[config.mk]
export PLATFORM = sky130hd
export DESIGN_NAME = fetch_queue_flat
export DESIGN_NICKNAME = d
export VERILOG_FILES = /design/src/rtl/fetch_queue_pkg.sv /design/src/rtl/fetch_queue_if.sv /design/src/rtl/fetch_queue_storage.sv /design/src/rtl/fetch_queue.sv /design/src/flat_wrapper.sv
export SDC_FILE = /design/constraint.sdc
export NUM_CORES = 1
export LEC_CHECK = 0
export ABC_AREA = 1
export ABC_CLOCK_PERIOD_IN_PS = 5830
export CORE_MARGIN = 5
export CORE_UTILIZATION = 55
export DETAILED_ROUTE_END_ITERATION = 12
export HOLD_SLACK_MARGIN = 0.15
export PLACE_DENSITY = 0.88
export REMOVE_ABC_BUFFERS = 1
export SLEW_MARGIN = 25
export SYNTH_ARGS = -nofsm -noshare
export SYNTH_HDL_FRONTEND = slang
export SYNTH_SLANG_ARGS = --single-unit
[constraint.sdc]
create_clock -name clk_i -period 5.83 [get_ports clk_i]
set_input_delay 0.8745 -clock clk_i [delete_from_list [all_inputs] [get_ports clk_i]]
set_output_delay 0.8745 -clock clk_i [all_outputs]
set_load 0.05 [all_outputs]
[src/rtl/fetch_queue_pkg.sv]
// Shared CPU constants for the fetch queue: default geometry and the NOP word.
package fetch_queue_pkg;
   localparam int          FQ_DEPTH = 4;
   localparam int          FQ_WIDTH = 32;
   localparam logic [31:0] FQ_NOP   = 32'h0000_0000;

   function automatic bit is_pow2(input int n);
      return (n >= 2) && ((n & (n - 1)) == 0);
   endfunction
endpackage

[src/rtl/fetch_queue_if.sv]
// Enqueue/dequeue handshake bundle between the fetch stage and the IF/ID register.
interface fetch_queue_if #(
   parameter int WIDTH = fetch_queue_pkg::FQ_WIDTH
);
   logic             enq_valid_i;
   logic [WIDTH-1:0] enq_pc4_i;
   logic [WIDTH-1:0] enq_instr_i;
   logic             enq_ready_o;
   logic             deq_ready_i;
   logic             deq_valid_o;
   logic [WIDTH-1:0] deq_pc4_o;
   logic [WIDTH-1:0] deq_instr_o;

   modport slave (
      input  enq_valid_i, enq_pc4_i, enq_instr_i, deq_ready_i,
      output enq_ready_o, deq_valid_o, deq_pc4_o, deq_instr_o
   );

   modport master (
      output enq_valid_i, enq_pc4_i, enq_instr_i, deq_ready_i,
      input  enq_ready_o, deq_valid_o, deq_pc4_o, deq_instr_o
   );
endinterface

[src/rtl/fetch_queue_storage.sv]
// Fetch queue entry RAM: one synchronous write port, one asynchronous read port.
// Contents are deliberately unreset; the queue masks them while empty.
module fq_storage #(
   parameter int DEPTH = 4,
   parameter int DW    = 64,
   parameter int AW    = $clog2(DEPTH)
) (
   input  logic          clk_i,
   input  logic          wr_en,
   input  logic [AW-1:0] wr_addr,
   input  logic [DW-1:0] wr_dat,
   input  logic [AW-1:0] rd_addr,
   output logic [DW-1:0] rd_dat
);
   logic [DW-1:0] mem [DEPTH];

   always_ff @(posedge clk_i) begin
      if (wr_en) begin
         mem[wr_addr] <= wr_dat;
      end
   end

   assign rd_dat = mem[rd_addr];
endmodule

[src/rtl/fetch_queue.sv]
// Show-ahead instruction fetch queue: push visible at the head one cycle later.
// enq_ready_o depends only on the registered count, so a full queue refuses pushes even when popping.
module fetch_queue
   import fetch_queue_pkg::*;
#(
   parameter int DEPTH = FQ_DEPTH,
   parameter int WIDTH = FQ_WIDTH
) (
   input  logic                     clk_i,
   input  logic                     rst_i,
   input  logic                     flush_i,
   fetch_queue_if.slave             q,
   output logic [$clog2(DEPTH):0]   count_o
);
   localparam int AW = $clog2(DEPTH);
   localparam int CW = AW + 1;

   if (!is_pow2(DEPTH)) begin : g_bad_depth
      $error("fetch_queue: DEPTH must be a power of two, at least 2");
   end

   logic [AW-1:0]      wr_ptr_q;
   logic [AW-1:0]      rd_ptr_q;
   logic [CW-1:0]      count_q;
   logic               not_empty;
   logic               push;
   logic               pop;
   logic [2*WIDTH-1:0] head_dat;

   assign not_empty     = (count_q != '0);
   assign q.enq_ready_o = (count_q < CW'(DEPTH));
   assign push          = q.enq_valid_i && q.enq_ready_o && !flush_i;
   assign pop           = not_empty && q.deq_ready_i && !flush_i;

   always_ff @(posedge clk_i) begin
      if (rst_i || flush_i) begin
         wr_ptr_q <= '0;
         rd_ptr_q <= '0;
         count_q  <= '0;
      end else begin
         if (push) begin
            wr_ptr_q <= wr_ptr_q + AW'(1);
         end
         if (pop) begin
            rd_ptr_q <= rd_ptr_q + AW'(1);
         end
         count_q <= count_q + CW'(push) - CW'(pop);
      end
   end

   fq_storage #(
      .DEPTH (DEPTH),
      .DW    (2 * WIDTH),
      .AW    (AW)
   ) u_storage (
      .clk_i   (clk_i),
      .wr_en   (push),
      .wr_addr (wr_ptr_q),
      .wr_dat  ({q.enq_pc4_i, q.enq_instr_i}),
      .rd_addr (rd_ptr_q),
      .rd_dat  (head_dat)
   );

   // Stale RAM contents must never leak out while the queue is empty.
   assign q.deq_valid_o = not_empty;
   assign q.deq_pc4_o   = not_empty ? head_dat[2*WIDTH-1:WIDTH] : '0;
   assign q.deq_instr_o = not_empty ? head_dat[WIDTH-1:0] : WIDTH'(FQ_NOP);
   assign count_o       = count_q;
endmodule
[src/flat_wrapper.sv]
// flat-port wrapper written by rule: the top's interface ports become plain ports
module fetch_queue_flat import fetch_queue_pkg::*;
#(
   parameter int DEPTH = FQ_DEPTH,
   parameter int WIDTH = FQ_WIDTH
)
  (clk_i, rst_i, flush_i, count_o, q_enq_valid_i, q_enq_pc4_i, q_enq_instr_i, q_deq_ready_i, q_enq_ready_o, q_deq_valid_o, q_deq_pc4_o, q_deq_instr_o);
  fetch_queue_if #(.WIDTH(WIDTH)) q_i ();
  input  logic clk_i;
  input  logic rst_i;
  input  logic flush_i;
  output logic [$clog2(DEPTH):0] count_o;
  input wire logic [$bits(q_i.enq_valid_i)-1:0] q_enq_valid_i;
  input wire logic [$bits(q_i.enq_pc4_i)-1:0] q_enq_pc4_i;
  input wire logic [$bits(q_i.enq_instr_i)-1:0] q_enq_instr_i;
  input wire logic [$bits(q_i.deq_ready_i)-1:0] q_deq_ready_i;
  output wire logic [$bits(q_i.enq_ready_o)-1:0] q_enq_ready_o;
  output wire logic [$bits(q_i.deq_valid_o)-1:0] q_deq_valid_o;
  output wire logic [$bits(q_i.deq_pc4_o)-1:0] q_deq_pc4_o;
  output wire logic [$bits(q_i.deq_instr_o)-1:0] q_deq_instr_o;
  assign q_i.enq_valid_i = q_enq_valid_i;
  assign q_i.enq_pc4_i = q_enq_pc4_i;
  assign q_i.enq_instr_i = q_enq_instr_i;
  assign q_i.deq_ready_i = q_deq_ready_i;
  assign q_enq_ready_o = q_i.enq_ready_o;
  assign q_deq_valid_o = q_i.deq_valid_o;
  assign q_deq_pc4_o = q_i.deq_pc4_o;
  assign q_deq_instr_o = q_i.deq_instr_o;
  fetch_queue #(.DEPTH(DEPTH), .WIDTH(WIDTH)) u_core (.clk_i(clk_i), .rst_i(rst_i), .flush_i(flush_i), .q(q_i), .count_o(count_o));
endmodule
## Word level (Yosys, flattened, before mapping)

Memories as Yosys holds them, arrays and structs flattened. A register that Yosys moved wholly into a read port is not among the register bits.
Cells that the tools add are included.

- $add $sub $neg: 4
- $mul: 0
- Divide/modulo/power cells: 0
- $lt $le $gt $ge: 1
- Equality and inequality tests: 0
- Shifts and indexed selects: 0
- Multiplexer cells: 6
- Bitwise gates (word level): 0
- Reductions and logical operators: 7

Operator list:

| cell | number |
|---|---|
| $mux 32 | 2 |
| $add 2x1->2 const B | 2 |
| $logic_and 1x1->1 | 4 |
| $mux 2 | 2 |
| $add 3x1->3 | 1 |
| $lt 3x3->1 const B | 1 |
| $reduce_bool 3->1 | 1 |
| $sub 3x1->3 | 1 |
| $mux 1 | 2 |
| $logic_not 1->1 | 1 |
| $logic_or 1x1->1 | 1 |

- Flip-flop bits (word level): 7
- Bits in latches: 0
- Bits in writable memories: 256
- Memory bits (read-only): 0
- Bits of input ports: 69
- Output and inout bits: 69
- Logic and storage cells: 22
- Memories kept: 1

Memories:

| name | depth | bits a word | read ports | clocked after memory_dff | wr ports | RTL line | text |
|---|---|---|---|---|---|---|---|
| u_core.u_storage.mem | 4 | 64 | 1 | 1 | 1 | fetch_queue_storage.sv:15 | `logic [DW-1:0] mem [DEPTH];` |

## Depth between registers and ports, before layout

- Word-level depth: 5
- Mapped depth: 11
- Depth with buffers taken out: 11

## Hierarchy

A second synthesis with hierarchy kept.

- Cell total of the unflattened synthesis: 1201
- Area, all modules: 11733.8 µm²

By module, submodules not included:

| module | times used | cells each | area each (µm²) | seq. area each (µm²) |
|---|---|---|---|---|
| fq_storage | 1 | 1010 | 10761.6 | 7687.4 |
| fetch_queue | 1 | 191 | 972.2 | 140.1 |

## Worst setup path before layout

Ideal clock, no wire load.

- Path kind: flip-flop to flip-flop
- From: register u_core.count_q[2] (netlist: u_core.count_o[2])
- To: memory u_core.u_storage.mem[0][0] (enable)
- Setup time: 0.487 ns
- Data arrival time: 3.959 ns
- Data required time: 5.343 ns
- Slack: 1.384 ns
- Stages on the path, launching flop included: 4
- Buffers on the path: 0
- Period minus slack after synthesis: 4.446 ns
- Path through: dfxtp_1 -> inv_1 -> nand3_1 -> nor2_1

- Longest elaborated chain between the ends: 5

Ends and longest elaborated chain:

| item | RTL line | text |
|---|---|---|
| start, declared | fetch_queue.sv:24 | `logic [CW-1:0] count_q;` |
| start signal, assigned | fetch_queue.sv:47 | `count_q <= count_q + CW'(push) - CW'(pop);` |
| $lt 3x3->1 | fetch_queue.sv:31 | `assign q.enq_ready_o = (count_q < CW'(DEPTH));` |
| via q_enq_ready_o | flat_wrapper.sv:17 | `output wire logic [$bits(q_i.enq_ready_o)-1:0] q_enq_ready_o;` |
| $logic_and 1x1->1 (2 in series) | fetch_queue.sv:32 | `assign push = q.enq_valid_i && q.enq_ready_o && !flush_i;` |
| $mux 1 | fetch_queue_storage.sv:18 | `if (wr_en) begin` |
| $mux 1 (implied by the code) | fetch_queue_storage.sv:19 | `mem[wr_addr] <= wr_dat;` |
| end, declared | fetch_queue_storage.sv:15 |  |

The timed path passes the listed nets, and every way through them passes these cells.

==> summary.md <==
| Metric | Value |
|---|---|
| Synth cell types | 18 |
| Slew Limit Fails | 0 |
| Crit path DAT | 3590 ps |
| Area growth syn-to-layout | 22.2% |
| Status | completed |
| Root Buffer | clkbuf_16 |
| Filler instances | 1249 |
| Die H | 148 µm |
| Worst hold path class | flip-flop to flip-flop |
| CTS tree | yes |
| DRT Pass-1 Iters | 4 |
| Tmin final | 4470 ps |
| Vias per cell | 5.52 |
| Detailed Place HPWL | 12800 µm |
| Unrepaired setup endpoints after global routing | no |
| IO Count | 138 |
| Syn avg cell area | 12.7 µm² |
| Setup violators final | 0 |
| CP Launch Type | flip-flop |
| # hold bufs at CTS | 0 |
| Sum Neg Setup Slack | 0 ps |
| CTS Sinks | 265 |
| GRT Resource Usage Total | 0.202 |
| Num CTS Buffers | 26 |
| Placer Congestion | 0.721 |
| Fin crit share | 0.766 |
| WL per Instance | 18.6 µm |
| Starting Density | 0.558 |
| Largest net degree at the start of global routing | 70 |
| Clk pin slew, worst setup/hold paths | 60 ps |
| Vias in the first global route | 6915 |
| H-tree Lvls | 1 |
| MaxCap Viol Count | 0 |
| Max VDD drop | 0.000254 V |
| Commonest non-fill, non-tap cell in the layout | nor2_1 |
| Clk buf depth | 3 |
| Ys Warns | 0 |
| # DRC | 0 |
| Die W | 148 µm |
| Sequential fraction of the synthesis area | 0.756 |
| Relative slew slack | 0.365 |
| Diode count | 0 |
| Critical Path RT | 4960 ps |
| Worst setup EP type | output port |
| Post-CTS Resized | 0 |
| Static Leakage | 0.00430 µW |
| Final WL | 22500 µm |
| Rows | 50 |
| Core Util, Final | 0.682 |
| Max Fclk | 224 MHz |
| Latest clock arrival within the worst-skew pair | 520 ps |
| Crit path kind | flip-flop to output port |
| Fraction of layout cells with a size suffix above 1 | 0.0566 |
| Max FO, Critical Path | 56 |
| Post-Syn Instances | 822 |
| Setup bufs post-CTS | 0 |
| Number of antenna violations at the first check in global routing | 0 |
| Skew final | 13.4 ps |
| Total gr overflow | 0 |
| Die area | 0.0218 mm² |
| First-pass GRT wire length | 35100 µm |
| Via Count | 6659 |
| Pwr per Cell Area | 314 mW/mm² |
| Mapped cell area | 0.0104 mm² |
| Final hold vios | 0 |
| Worst Max-Slew Pin Slew | 952 ps |
| I/O Buffers | 137 |
| NumNets Final | 1029 |
| #FFs+latches synth | 265 |
| DRT iter0 DRCs | 641 |
| Core area | 0.0186 mm² |
| Most frequent cells in the layout | 266 x nor2_1, 256 x edfxtp_1, 137 x clkdlybuf4s50_1, 120 x o21ai_0, 67 x a21oi_1 |
| Final ANT Viol Nets | 0 |
## power by group
part / switching, µW / internal, µW
Clock: 649 / 891
Sequential: 9.17 / 2120
Combinational: 205 / 109
Total: 863 / 3120
## registers in the layout, summed over array words and instances, names as in the netlist, named ones only
signal                count
u_core.u_storage.mem    256
u_core.rd_ptr_q           2
u_core.count_o            3
u_core.wr_ptr_q           2
## final cells by class
| cell class | count | area [µm²] | area share |
|---|---|---|---|
| clock buffer | 37 | 713 | 0.0561 |
| clock inverter | 10 | 70.1 | 0.00551 |
| inverter | 23 | 87.6 | 0.00689 |
| multi-input combinational | 487 | 2180 | 0.172 |
| sequential | 265 | 7870 | 0.619 |
| tap | 234 | 293 | 0.0230 |
| timing repair buffer | 150 | 1490 | 0.118 |
## kinds of logic after synthesis
logic type / Yosys count / synth area share
flip-flops: 265 / 0.756
buffers and inverters: 70 / 0.0370
XOR/XNOR: 1 / 0.000842
AND/OR/NAND/NOR: 282 / 0.102
adder cells (fa/ha/maj): 7 / 0.00914
AO/OA/AOI/OAI: 197 / 0.0948
## final timing paths
path,startpoint,to,slack [ps],cells past startpoint
worst min register to register,u_core.rd_ptr_q[1],flip-flop,500,2
worst min-delay path,u_core.rd_ptr_q[1],flip-flop,500,2
worst max-delay path,flip-flop,q_deq_instr_o[4],1360,7
worst max register to register,u_core.count_o[2],u_core.u_storage.mem[1][49],3400,4
## per-stage QoR
stage | setup WS, ps | area (µm²) | power [µW] | std cells | hold slack (ps)
6_report | 1360 | 12700 | 3990 | 1206 | 500
5_1_grt | 1090 | 12700 | 4130 | 1206 | 538
4_1_cts | 1340 | 12700 | 4010 | 1205 | 503
3_5_place_dp | 1900 | 11900 | 2490 | 1158 | 492
3_3_place_gp | 1940 | 11900 | 2480 | 1158 | 478
2_1_floorplan | 550 | 10100 | 2340 | 775 | 462
## Yosys cell counts
cell / number / area (µm²)
nor2_1: 270 / 1010
edfxtp_1: 256 / 7690
o21ai_0: 120 / 601
a21oi_1: 67 / 335
inv_1: 20 / 75.1
buf_2: 14 / 70.1
buf_6: 12 / 135
clkbuf_1: 11 / 41.3
o21ai_1: 10 / 50.1
dfxtp_1: 9 / 180
nand2_1: 9 / 33.8
buf_1: 6 / 22.5
ha_1: 6 / 75.1
buf_4: 4 / 30.0
inv_2: 3 / 11.3
nand3_1: 3 / 15.0
fa_1: 1 / 20.0
xnor2_1: 1 / 8.76
## metal layers
layer / track usage / vias up / share of wire
li1: - / 3155 / -
met5: 0 / - / 0
met3: 0.0374 / 45 / 0.077
met4: 0.0629 / 0 / 0.023
met2: 0.358 / 239 / 0.51
met1: 0.254 / 3220 / 0.39
## worst max-delay path, cell delays in order (launching register included)
cell and delay, ps:
dfxtp_4 490, buf_4 540, buf_4 580, nor2_1 110, nor2_1 100, o21ai_0 110, a21oi_1 230, clkdlybuf4s50_1 850
Note: power is estimated with default switching activity, not from simulation.
==> variant 1: new RTL, same settings <==
Put one more register stage on the output `count_o`, without a reset. The value now appears one clock later. The other outputs are not delayed to match.
--- a/src/rtl/fetch_queue.sv
+++ b/src/rtl/fetch_queue.sv
@@ -65,5 +65,7 @@
    assign q.deq_valid_o = not_empty;
    assign q.deq_pc4_o   = not_empty ? head_dat[2*WIDTH-1:WIDTH] : '0;
    assign q.deq_instr_o = not_empty ? head_dat[WIDTH-1:0] : WIDTH'(FQ_NOP);
-   assign count_o       = count_q;
+   always_ff @(posedge clk_i) begin
+      count_o <= count_q;
+   end
 endmodule
Check against the original RTL: not equivalent (a bounded check fails within 4 cycles, from zero or initial values).
==> variant 1 against the original RTL <==
Die area rose by 0.54%. Routed wire length fell by 2.0%. Clock skew fell by 0.0026 ns. Global-route usage fell by 0.37 points. Power rose by 4.5%. Critical endpoint is now q_deq_pc4_o[28]. Final area rose by 1.7%. Maximum frequency rose by 0.36%. Worst setup slack improved by 0.016 ns. Critical path depth did not move. Clock power rose by 10%. Core utilization rose by 0.92 points. Sequential cell count rose by 3. Synthesized area rose by 0.58%. Count of clock-buffer cells in the layout fell by 8.
==> variant 1: results (changes against the original RTL) <==
- The routing usage on met1 is 26.0% (+0.57 points).
- The endpoint identified for the worst register-to-register timing path is u_core.u_storage.mem[0][17].
- The met2 wire length is 10.9 mm (-5.5%).
- The post-synthesis mux area share is 0% (unchanged).
- The number of global-route vias before repair is 6873 (-0.61%).
- The wire length per cell after detailed routing is 18.2 um (-2.4%).
- The number of buffer cells added on primary ports is 137 (unchanged).
- The startpoint of the most critical hold path is u_core.count_q[0].
- The final wirelength is 22.0 mm (-2.0%).
- The worst setup slack for register-to-register paths came to 3.38 ns (-0.02 ns).
- The final-layout fill cell count is 1278 (+2.3%).
- The worst-case clock skew is 0.0108 ns (-0.00260 ns).
- The total global-route track usage was 19.8% (-0.37 points).
- The adder-cell area share of the yosys netlist is 0.909% (-0.0052 points).
- The terminating pin of the worst hold path is u_core.count_o[0].
- After detailed routing, no signal wire sits above met5.
- The mean instance size in the synthesized netlist came to 12.7 sq um (+0.21%).
- The number of unique standard cell types used by synthesis is 18 (unchanged).
- The detailed route wirelength on metal3 is 1.43 mm (-17%).
- The fraction of final layout cells with drive strength greater than 1 is 6.45% (+0.79 points).
- The static leakage is 4.37 nW (+1.8%).
- The largest fanout on the critical path is 69 (+23%).
- The wire length of the first global-routing pass is 34.8 mm (-0.83%).
- The worst slew slack as a fraction of its limit is 44.4% (+7.9 points).
- The met3 demand-to-capacity share in global routing is 3.92% (+0.18 points).
- The quantity of hold-fixing buffers added after cts is 0 (unchanged).
- The cell count after placement is 1161 (+0.26%).
- The instance area at placement is 0.0120 sq mm (+0.88%).
- The placed wire-length estimate after detailed placement is 12.7 mm (-0.80%).
- The global routing usage on met2 is 34.3% (-1.5 points).
- The post-synthesis compound-gate area fraction came to 9.42% (-0.054 points).
- The share of flip-flops with an asynchronous set or reset after synthesis is 0% (unchanged).
- The worst setup slack before clock tree synthesis is 1.98 ns (+0.0787 ns).
- The level count of the clock H-tree was 1 (unchanged).
- The area share of xor/xnor cells in the synthesized design is 0.0837% (-0.00048 points).
- The buffer depth of the longest clock path is 3 (unchanged).
- The initial detailed-routing violation count came to 536 (-16%).
- The reg-to-reg critical path startpoint is u_core.count_q[2].
- By area the synthesized netlist is led by edfxtp_1 73%, nor2_1 9.7%, o21ai_0 5.7%.
- The post-synthesis sequential area ratio came to 75.8% (+0.14 points).
- The period utilization came to 76.4% (-0.27 points).
- The category of the critical setup timing path is reg -> out.
- The routed via count divided by cell count was 5.46 (-1.1%).
- The number of nets in the final layout came to 1033 (+0.39%).
- The number of DRC violations after detailed routing is 0 (unchanged).
- The destination of the critical timing path is q_deq_pc4_o[28].
- The worst reg2reg path depth is 4 (unchanged).
- The count of inserted antenna diode cells is 0 (unchanged).
- The wire length the detailed router placed on met1 is 9.30 mm (+7.1%).
- The number of antenna violations at the first check in global routing is 1 (+1).
- The flow ran to the end, and the final reports show no timing, DRC or antenna violations.
- The final RePlAce weighted congestion is 0.748 (+3.7%).
- The TritonCTS buffer count is 27 (+3.8%).
- The peak supply drop is 0.256 mV (+0.62%).
- The worst hold path depth came to 0 (-2).
- The post-cts resize count came to 0 (unchanged).
## variant 1: changes by cell type after synthesis, sizes merged
cell   change
dfxtp      +3
## variant 1: metrics by stage
stage / utilization (%) / hold slack [ns] / power, mW
floorplan: - / 0.331 / 2.36
global placement: 64.1 / 0.371 / 2.50
detailed placement: 64.2 / 0.371 / 2.51
CTS: 69.0 / 0.386 / 4.20
global route: 69.1 / 0.396 / 4.31
finish: 69.1 / 0.395 / 4.16
## variant 1: power by group
part	internal (mW)	total (mW)	switching (mW)
clock	1.02	1.70	0.678
combinational	0.108	0.312	0.204
sequential	2.15	2.15	0.00893
## variant 1: area by class of cell
type | count | area [sq um] | share of cell area (%)
Clock buffer | 29 | 683 | 5.28
Clock inverter | 20 | 203 | 1.57
Inverter | 23 | 87.6 | 0.678
Multi-Input combinational cell | 487 | 2180 | 16.9
Sequential cell | 268 | 7930 | 61.4
Tap cell | 234 | 293 | 2.26
Timing Repair Buffer | 150 | 1550 | 12.0
==> variant 2: new RTL, same flow settings <==
Made on the original files. The package constant `FQ_WIDTH` goes from 32 to 36.
--- a/src/rtl/fetch_queue_pkg.sv
+++ b/src/rtl/fetch_queue_pkg.sv
@@ -1,7 +1,7 @@
 // Shared CPU constants for the fetch queue: default geometry and the NOP word.
 package fetch_queue_pkg;
    localparam int          FQ_DEPTH = 4;
-   localparam int          FQ_WIDTH = 32;
+   localparam int          FQ_WIDTH = 36;
    localparam logic [31:0] FQ_NOP   = 32'h0000_0000;
 
    function automatic bit is_pow2(input int n);
Interface: changed (resized q_deq_instr_o, q_deq_pc4_o, q_enq_instr_i and q_enq_pc4_i); port bits go from 138 to 154. The function was not compared with the original's and may differ.
==> variant 2 against the original RTL <==
Global-route usage grew 0.30 points. Worst setup slack lost 0.040 ns. Synthesized area grew 12%. Sequential power grew 12%. Die area grew 11%. Power grew 13%. Count of clock-buffer cells in the layout is the same. Final area grew 12%. Sequential cell count grew 32. Largest power group unchanged. Routed wire length grew 12%. First-iteration DRC count shrank 8.7%. Critical endpoint is now q_deq_pc4_o[25].
==> variant 2: results (changes against the original RTL) <==
- The detailed route wirelength on metal3 is 2.10 mm (+21%).
- The routing usage on met1 is 26.2% (+0.82 points).
- The number of unique standard cell types used by synthesis is 19 (+1).
- The number of optimization iterations in the first detailed-route pass is 5 (+1).
- The standard cell with the maximum stage delay on the critical path is dfxtp_4.
- The flow ran to the end, and the final reports show no timing, DRC or antenna violations.
- The wire length per cell after detailed routing came to 18.7 um (+0.27%).
- The pin count of the biggest net entering global routing was 126 (+80%).
- The initial detailed-routing violation count is 585 (-8.7%).
- After detailed routing, no signal wire sits above met5.
- The final RePlAce weighted congestion is 0.719 (-0.19%).
- The tree is rooted in a clkbuf_16.
- The static leakage is 4.77 nW (+11%).
- The data arrival time of the critical path is 3.63 ns (+0.04 ns).
- The mean instance size in the synthesized netlist is 12.7 sq um (+0.13%).
- The number of enable flip-flop cells after synthesis is 288 (+13%).
- The buffer depth of the longest clock path is 3 (unchanged).
- The total global-route track usage is 20.5% (+0.30 points).
- The wire length the detailed router placed on met1 is 9.86 mm (+14%).
- The worst stage delay on the critical path came to 0.87 ns (+0.02 ns).
- The wire length of the first global-routing pass came to 39.4 mm (+12%).
- The instance area at placement came to 0.0133 sq mm (+12%).
- Yosys attributes the largest share of cell area to edfxtp_1 74%, nor2_1 9.8%, o21ai_0 3.7%.
- The final setup TNS is 0 ns (unchanged).
- The worst min-delay path category is reg -> reg.
- The number of buffer cells added on primary ports is 153 (+12%).
- The worst-case clock skew is 0.0112 ns (-0.00217 ns).
- The number of nets in the final layout is 1141 (+11%).
- The worst setup slack before clock tree synthesis is 1.89 ns (-0.00564 ns).
- The met3 demand-to-capacity share in global routing is 4.87% (+1.1 points).
- The number of buffers inserted to repair setup after CTS is 0 (unchanged).
- The number of antenna violations at the first check in global routing was 2 (+2).
- The number of global-route vias before repair is 7654 (+11%).
- After synthesis, the most frequently instantiated cells are 302 x nor2_1, 288 x edfxtp_1, 86 x o21ai_0.
- The peak supply drop was 0.268 mV (+5.5%).
- The routed via count divided by cell count came to 5.55 (+0.51%).
- The largest fanout on the critical path is 74 (+32%).
- The final-layout fill cell count is 1407 (+13%).
- The global routing usage on met2 is 34.9% (-0.85 points).
- The worst slew slack as a fraction of its limit came to 39.7% (+3.1 points).
- The cell count after placement is 1302 (+12%).
- The placed wire-length estimate after detailed placement was 14.1 mm (+10%).
- The post-synthesis sequential area ratio is 76.0% (+0.43 points).
- The final wirelength is 25.3 mm (+12%).
- The fraction of final layout cells with drive strength greater than 1 was 5.75% (+0.093 points).
- The met2 wire length is 12.7 mm (+10%).
- The switching part of the total is 21.9% (+0.27 points).
- The flip-flop count of the largest register, all copies and words added is 288 (+13%).
- The TritonCTS buffer count is 28 (+7.7%).
-- variant 2: path summary, 6_finish.rpt --
| path | from | end | slack (ns) | cells after the start |
|---|---|---|---|---|
| worst max-delay path | flip-flop | q_deq_pc4_o[25] | 1.32 | 6 |
| worst min-delay path | u_core.wr_ptr_q[1] | u_core.wr_ptr_q[1] | 0.53 | 2 |
| worst max register to register | u_core.count_o[2] | u_core.u_storage.mem[1][0] | 3.26 | 4 |
| worst min register to register | u_core.wr_ptr_q[1] | u_core.wr_ptr_q[1] | 0.53 | 2 |
-- variant 2: cell families (layout without fill, tap and decap cells) --
group,Yosys count,in the layout,synth area share (%)
AOI/OAI and AO/OA,221,221,9.53
xor gates and xnor gates,1,1,0.0755
adders and majority gates,7,7,0.819
buffers and inverters,76,238,3.35
DFF,297,297,76.0
and+or+nand+nor,314,314,10.2
-- variant 2: layout make-up --
| type | instances | area [sq um] | area share [%] |
|---|---|---|---|
| inverters | 23 | 93.8 | 0.661 |
| clock inverters | 14 | 135 | 0.952 |
| flip-flops and latches | 297 | 8840 | 62.2 |
| repair buffers | 164 | 1610 | 11.4 |
| well taps | 275 | 344 | 2.42 |
| clock buffers | 37 | 756 | 5.32 |
| multi-input cells | 543 | 2420 | 17.1 |
-- variant 2: worst reg2reg max path, stage by stage (launching register included) --
cell and delay, ns:
dfxtp_1 0.34, inv_1 0.08, nand3_1 0.39, nor2_4 0.55, buf_4 0.81
-- variant 2: power by group through the flow --
stage / registers [mW] / logic (mW) / clock network (mW)
floorplan: 2.44 / 0.176 / 0
global placement: 2.44 / 0.338 / 0
detailed placement: 2.44 / 0.344 / 0
CTS: 2.39 / 0.347 / 1.78
global route: 2.39 / 0.368 / 1.87
finish: 2.39 / 0.345 / 1.75
